--- src/rtl/gcd_controller.sv ---
// rtl/gcd_controller.sv - control FSM for the 16-bit subtractive GCD datapath
module gcd_controller #(
    parameter int          ITER_W   = 16,
    parameter int unsigned MAX_ITER = (2 ** ITER_W) - 1
) (
    input  logic              clk,
    input  logic              rst,
    input  logic              start,
    input  logic              op_valid,
    output logic              op_ready,
    input  logic              gt,
    input  logic              lt,
    input  logic              eq,
    output logic              ldA,
    output logic              ldB,
    output logic              sel1,
    output logic              sel2,
    output logic              sel_in,
    output logic              busy,
    output logic              done,
    output logic              err,
    output logic [ITER_W-1:0] iter_cnt
);

    typedef enum logic [2:0] {
        IDLE   = 3'd0,
        LOAD_A = 3'd1,
        LOAD_B = 3'd2,
        COMP   = 3'd3,
        DONE   = 3'd4
    } state_t;

    localparam logic [ITER_W-1:0] MAX_CNT = ITER_W'(MAX_ITER);

    state_t state;
    state_t state_nxt;
    logic   timeout_q;
    logic   cnt_clr;
    logic   cnt_inc;
    logic   timeout_set;

    // State register; reset aborts any job in flight.
    always_ff @(posedge clk or posedge rst) begin
        if (rst) begin
            state <= IDLE;
        end else begin
            state <= state_nxt;
        end
    end

    // Step counter and sticky timeout flag; the counter is held after DONE so it can be read.
    always_ff @(posedge clk or posedge rst) begin
        if (rst) begin
            iter_cnt  <= '0;
            timeout_q <= 1'b0;
        end else begin
            if (cnt_clr) begin
                iter_cnt <= '0;
            end else if (cnt_inc) begin
                iter_cnt <= iter_cnt + ITER_W'(1);
            end
            if (timeout_set) begin
                timeout_q <= 1'b1;
            end else if (state == IDLE) begin
                timeout_q <= 1'b0;
            end
        end
    end

    // Next-state and datapath steering; COMP decodes the compare flags combinationally.
    always_comb begin
        state_nxt   = state;
        ldA         = 1'b0;
        ldB         = 1'b0;
        sel1        = 1'b0;
        sel2        = 1'b0;
        sel_in      = 1'b0;
        op_ready    = 1'b0;
        done        = 1'b0;
        err         = 1'b0;
        busy        = 1'b0;
        cnt_clr     = 1'b0;
        cnt_inc     = 1'b0;
        timeout_set = 1'b0;
        case (state)
            IDLE: begin
                if (start) begin
                    state_nxt = LOAD_A;
                    cnt_clr   = 1'b1;
                end
            end
            LOAD_A: begin
                busy     = 1'b1;
                op_ready = 1'b1;
                sel_in   = 1'b1;
                ldA      = op_valid;
                if (op_valid) begin
                    state_nxt = LOAD_B;
                end
            end
            LOAD_B: begin
                busy     = 1'b1;
                op_ready = 1'b1;
                sel_in   = 1'b1;
                ldB      = op_valid;
                if (op_valid) begin
                    state_nxt = COMP;
                end
            end
            COMP: begin
                busy = 1'b1;
                if (eq) begin
                    state_nxt = DONE;
                end else if (iter_cnt == MAX_CNT) begin
                    // Zero operands never converge; the limit check wins over another step.
                    state_nxt   = DONE;
                    timeout_set = 1'b1;
                end else if (gt) begin
                    sel1    = 1'b1;
                    ldA     = 1'b1;
                    cnt_inc = 1'b1;
                end else if (lt) begin
                    sel2    = 1'b1;
                    ldB     = 1'b1;
                    cnt_inc = 1'b1;
                end
            end
            DONE: begin
                done      = 1'b1;
                err       = timeout_q;
                state_nxt = IDLE;
            end
            default: begin
                state_nxt = IDLE;
            end
        endcase
    end

endmodule
--- config.mk ---
export PLATFORM = sky130hd
export DESIGN_NAME = gcd_controller
export DESIGN_NICKNAME = d
export VERILOG_FILES = /design/src/rtl/gcd_controller.sv
export SDC_FILE = /design/constraint.sdc
export NUM_CORES = 1
export LEC_CHECK = 0
export BUFFER_PORTS_ARGS = -buffer_cell sky130_fd_sc_hd__buf_4
export CAP_MARGIN = 5
export CORE_MARGIN = 2
export CORE_UTILIZATION = 44
export CTS_CLUSTER_DIAMETER = 120
export DETAILED_ROUTE_END_ITERATION = 8
export GPL_TIMING_DRIVEN = 0
export PLACE_DENSITY_LB_ADDON = 0.2
export SLEW_MARGIN = 15
export SYNTH_ARGS = -nofsm -noshare
export SYNTH_HDL_FRONTEND = slang
export SYNTH_SLANG_ARGS = --single-unit
export TNS_END_PERCENT = 50
--- constraint.sdc ---
create_clock -name clk -period 3.02 [get_ports clk]
set_input_delay 0.906 -clock clk [delete_from_list [all_inputs] [get_ports clk]]
set_output_delay 0.906 -clock clk [all_outputs]
set_load 0.01 [all_outputs]
After elaboration in Yosys (flattened, before gate mapping)
Cells that the tools add are included.
{ "word_totals": {"regBits": 20, "input_bits": 7, "output_inout_bits": 25, "elab_cells": 53} }
{ "op_classes": {"addsub": 1, "n_eq_ne": 9, "mux": 34, "reduce_logical": 6} }
{ "op_table": {"columns": ["op", "count"], "rows": [
  ["16-bit 2-to-1 mux", 2],
  ["1-bit 2-to-1 mux", 24],
  ["16-bit by 1-bit adder with 16-bit output, second input constant", 1],
  ["16-bit equality test, second input constant", 1],
  ["3-bit 2-to-1 mux", 5],
  ["3-bit case mux with 4 select lines", 1],
  ["3-bit by 2-bit equality test with 1-bit output, second input constant", 2],
  ["2-bit inequality test, second input constant", 3],
  ["1-bit case mux with 2 select lines", 2],
  ["4-bit AND reduction", 1],
  ["2-bit nonzero test", 2],
  ["3-bit by 1-bit equality test with 1-bit output, second input constant", 1],
  ["3-bit equality test, second input constant", 1],
  ["3-bit logical NOT", 1],
  ["3-bit inequality test, second input constant", 1],
  ["3-bit OR reduction", 1],
  ["2-bit OR reduction", 1]
]} }

Longest topological paths before layout
{ "logic_depth": {"depth_word": 7, "depth_mapped": 6} }

Worst setup path before layout
OpenSTA, ideal clock, no wires.
{ "synth_timing": {"path_kind": "reg2out", "start": "register iter_cnt[0]", "end": "output ldB", "arrival_ps": 1832, "required_ps": 2114, "path_slack_ps": 282, "path_stages_with_launch": 7, "path_buffers": 0, "cell_sequence": "dfrtp_1 > ha_1 > nand3_1 > or3_1 > o21ai_1 > nor2_1 > a41o_1"} }
{ "synth_via": {"elab_chain_cells": 4} }
{ "synth_lines": {"columns": ["element", "line", "rtl"], "rows": [
  ["start: declaration", "22", "output logic [ITER_W-1:0] iter_cnt"],
  ["start signal: assignment", "60", "iter_cnt <= iter_cnt + ITER_W'(1);"],
  ["16-bit equality test", "114", "end else if (iter_cnt == MAX_CNT) begin"],
  ["1-bit 2-to-1 mux", "114", null],
  ["1-bit 2-to-1 mux", "112", "if (eq) begin"],
  ["1-bit case mux with 2 select lines", "85", "case (state)"],
  ["end: declaration", "15", "output logic ldB,"]
]} }
No other way between the ends.

Worst setup path after layout
{ "layout_timing": {"start": "register iter_cnt[1]", "end": "output ldA"} }
{ "layout_via": {"elab_chain_cells": 4} }
{ "layout_lines": {"columns": ["element", "line", "rtl"], "rows": [
  ["16-bit equality test", "114", null],
  ["1-bit 2-to-1 mux", "114", null],
  ["1-bit 2-to-1 mux", "112", null],
  ["1-bit case mux with 2 select lines", "85", null],
  ["end: declaration", "14", "output logic ldA,"]
]} }
No other way between the ends.

==> run_results.csv <==
group,metric,value,unit
yosys,synth_area_leaders,"dfrtp_1 43%, xor2_1 6.0%, nor2_1 5.2%, nand2_1 4.2%, mux2i_1 3.5%",
sta,slew_violations,0,
yosys,synth_compound_area_share,9.287,%
yosys,synth_area_per_cell,9.269,um2
sta,setup_viol,0,
routing,drc_errors,0,
status,outcome,"finished, final reports clean",
yosys,async_flop_share,100.0,%
layout,utilization,61.97,%
global_route,antenna_found_initial,0,
cts,insertion_delay,0.32,ns
power_and_ir_drop,power.leakage,0.7647,nW
floorplan,core_area,2477,um2
placed_design,place_congestion,0.8799,
yosys,synth_xor_area_share,7.559,%
placed_design,placed_cells,186,
yosys,synth-adder-area-share,1.080,%
yosys,synth_most_common_cell,"dfrtp_1",
sta,min_period,2.910,ns
sta,tightest_slew,0.7262,ns
min_path,hold_class,"reg2reg",
worst_setup_path,worst_ep_required_time,2.11,ns
routing,wirelength,2600,um
worst_setup_path,worstSetupStartpointType,"flip-flop",
power_and_ir_drop,vdd.ir_drop.worst,0.5764,mV
floorplan,die_w,55.32,um
worst_setup_path,startpoint,"iter_cnt[1]$_DFFE_PP0P_",
yosys,netlist_instances,125,
global_route,overflow,0,
placed_design,portBuffers,31,
placed_design,hpwl,1869,um
global_route,grt_max_degree,21,
routing,final_antenna_net_count,0,
yosys,synthMuxAreaShare,3.456,%
yosys,synth-simple-area-share,30.78,%
worst_setup_path,crit_chain,"ha_4 > nand3_1 > or3_4 > o21ai_4 > nor2_1 > a41o_1 > buf_4",
sta,period_share,96.37,%
cts,clockBufferDepth,2,
worst_setup_path,path_buf_inv,1,
worst_setup_path,slowest_delay,0.41,ns
sta,slew_headroom,50.90,%
yosys,synthTopCellsByCount,"20 x dfrtp_1, 16 x nor2_1, 13 x nand2_1, 8 x nand3_1, 8 x xor2_1",
cts,cts_tree,"built",
yosys,synth_ff_type,"dfrtp_1",
yosys,ys_warn_count,0,
worst_setup_path,arrival,2.00,ns
global_route,first_global_vias,996,
sta,clock_skew,0.008438,ns
worst_setup_path,reg2regPathDepth,6,
global_route,grt_pass1_wl,4402,um
floorplan,start_util,46.77,%
sta,rsz0062_at_grt,"false",
cts,cts_made_buffers,3,
floorplan,dieArea,3060,um2
worst_setup_path,slowest_stage,"dfrtp_1",
routing,wl_per_cell,13.33,um
layout,nets,174,
worst_setup_path,crit_path_end,"ldA",
worst_setup_path,cp_num_cells,7,
worst_setup_path,cpLargestDelayFamily,"simple AND/OR/NAND/NOR gates",
sta,setup_tns,0,ns
layout,layout-drive-gt1-share,31.52,%
yosys,synth_cell_types,33,
yosys,synth_area,1159,um2
yosys,synth_edf_count,0,
routing,viasPerCell,5.477,
routing,num_vias,1068,
routing,drt_pre_antenna_iters,4,
floorplan,die_h,55.32,um
layout,syn_to_final_growth,32.51,%
power_and_ir_drop,power.density,627.4,nW/um2
yosys,synth_seq_area_share,43.20,%
yosys,synth.top_cell.area_share,43.20,%
yosys,synth_top_family_by_area,"simple AND/OR/NAND/NOR gates",
cts,clk_pin_slew_worst_paths,0.11,ns
worst_setup_path,cp_max_fo,4,
yosys,synth_top_area_cell,"dfrtp_1",
cts,htreeDepth,1,
worst_setup_path,reg2reg_from,"state[2]$_DFFE_PP0P_",
floorplan,io_pins,32,
job,maxCapViolCount,0,
sta,hold_viol,0,
layout,instances_no_fill,195,
cts,cts_sinks,20,
worst_setup_path,ff2ff_setup_slack,0.98,ns
global_route,grt_use_total,18.09,%
worst_setup_path,critPathCaptureType,"primary output",
routing,first_iter_violations,14,
yosys,ys_ff_latch,20,
cts,cts_root_buf,"clkbuf_4",
yosys,synth_nets,133,
layout,nFillCells,220,
floorplan,num_rows,18,
layout,antenna_cells,0,
worst_setup_path,r2r_end,"iter_cnt[10]$_DFFE_PP0P_",
sta,timing.fmax,343.6,MHz
worst_setup_path,path_class,"reg2out",
cts,holdBufCountCts,0,
-- repair_timing --
action	CTS	global route
endpoints found under the hold margin	0	0
pin swaps	1	1
setup buffers	3	2
resized for setup	4	4
setup endpoints to repair	4	2
-- metrics by stage --
stage / power (mW) / area [um2] / hold slack (ns) / worst slack (ns)
6_report: 0.9632 / 1535 / 0.5594 / 0.1096
5_1_grt: 1.037 / 1535 / 0.6196 / 0.01068
3_3_place_gp: 0.7461 / 1429 / 0.5142 / 0.05456
3_5_place_dp: 0.7533 / 1429 / 0.5290 / 0.03133
4_1_cts: 0.9417 / 1500 / 0.5558 / 0.01373
2_1_floorplan: 0.5961 / 1159 / 0.4889 / 0.2819
-- cells in the final DEF (no fill, tap or decap) --
cell / synthesis / final
buf_4: 1 / 37
dfrtp_1: 20 / 17
nor2_1: 16 / 16
nand2_1: 13 / 13
nand3_1: 8 / 8
xor2_1: 8 / 8
o21ai_0: 7 / 7
inv_1: 6 / 6
nand4_1: 6 / 6
mux2i_1: 4 / 4
and3_1: 4 / 4
nor3_1: 3 / 3
clkbuf_4: 0 / 3
dfrtp_2: 0 / 3
nor4_1: 2 / 2
clkbuf_1: 2 / 2
xnor2_1: 2 / 2
or4_1: 2 / 2
and4_1: 2 / 2
a21oi_1: 2 / 2
o211ai_1: 2 / 2
a41o_1: 2 / 2
buf_6: 1 / 1
buf_2: 1 / 1
nand4_4: 1 / 1
and4bb_1: 1 / 1
or3_4: 0 / 1
nor4b_4: 1 / 1
nor4b_1: 1 / 1
o21ai_4: 0 / 1
nand4_2: 1 / 1
o31ai_1: 1 / 1
a21boi_0: 1 / 1
o21a_1: 1 / 1
ha_4: 0 / 1
clkbuf_8: 0 / 1
-- kinds of logic (layout without fill, tap and decap cells) --
kind of cell,after synthesis,count (layout)
AO/OA/AOI/OAI,17,17
XOR/XNOR,10,10
adder cells (fa/ha/maj),1,1
buffers and inverters,11,51
flip-flops,20,20
multiplexers,4,4
AND/OR/NAND/NOR,62,62
-- state kept, by name, indices dropped and copies added, names as in the netlist --
register / count
timeout_q: 1
state: 3
iter_cnt: 16
-- final cells by class --
type	count	area (um2)	share of cell area, %
tap	30	37.54	2.445
buffer	5	31.28	2.037
inverter	6	22.52	1.467
multi-input combinational	94	633.1	41.24
clock buffer	4	36.28	2.363
timing repair buffer	36	270.3	17.60
sequential	20	504.2	32.84
-- worst reg2reg max path, delay by kind of cell (launching register included) --
kind / cells / cell delay [ns]
AND/OR/NAND/NOR: 4 / 1.24
XOR/XNOR: 1 / 0.17
buffers and inverters: 1 / 0.13
flip-flops: 1 / 0.39
-- how the worst min path moves through the flow --
stage          slack, ns                     to                   from  cells after the start
6_report            0.56  timeout_q$_DFFE_PP0P_  timeout_q$_DFFE_PP0P_                      2
5_1_grt             0.62  timeout_q$_DFFE_PP0P_  timeout_q$_DFFE_PP0P_                      2
4_1_cts             0.56  timeout_q$_DFFE_PP0P_  timeout_q$_DFFE_PP0P_                      2
3_5_place_dp        0.53  timeout_q$_DFFE_PP0P_  timeout_q$_DFFE_PP0P_                      2
3_3_place_gp        0.51  timeout_q$_DFFE_PP0P_  timeout_q$_DFFE_PP0P_                      2
2_1_floorplan       0.49  timeout_q$_DFFE_PP0P_  timeout_q$_DFFE_PP0P_                      2
-- report_power, final --
group / internal, mW / switching [mW] / total (mW)
combinational: 0.221 / 0.246 / 0.466
sequential: 0.308 / 0.0291 / 0.337
clock: 0.0739 / 0.0859 / 0.160
-- layer usage --
| layer | GRT usage, % | share of wire (%) |
|---|---|---|
| met5 | 0 | 0 |
| met4 | 8.362 | 2.3 |
| met3 | 3.513 | 4.4 |
| met2 | 26.87 | 44 |
| met1 | 25.41 | 50 |
(Power assumes the default switching activity.)
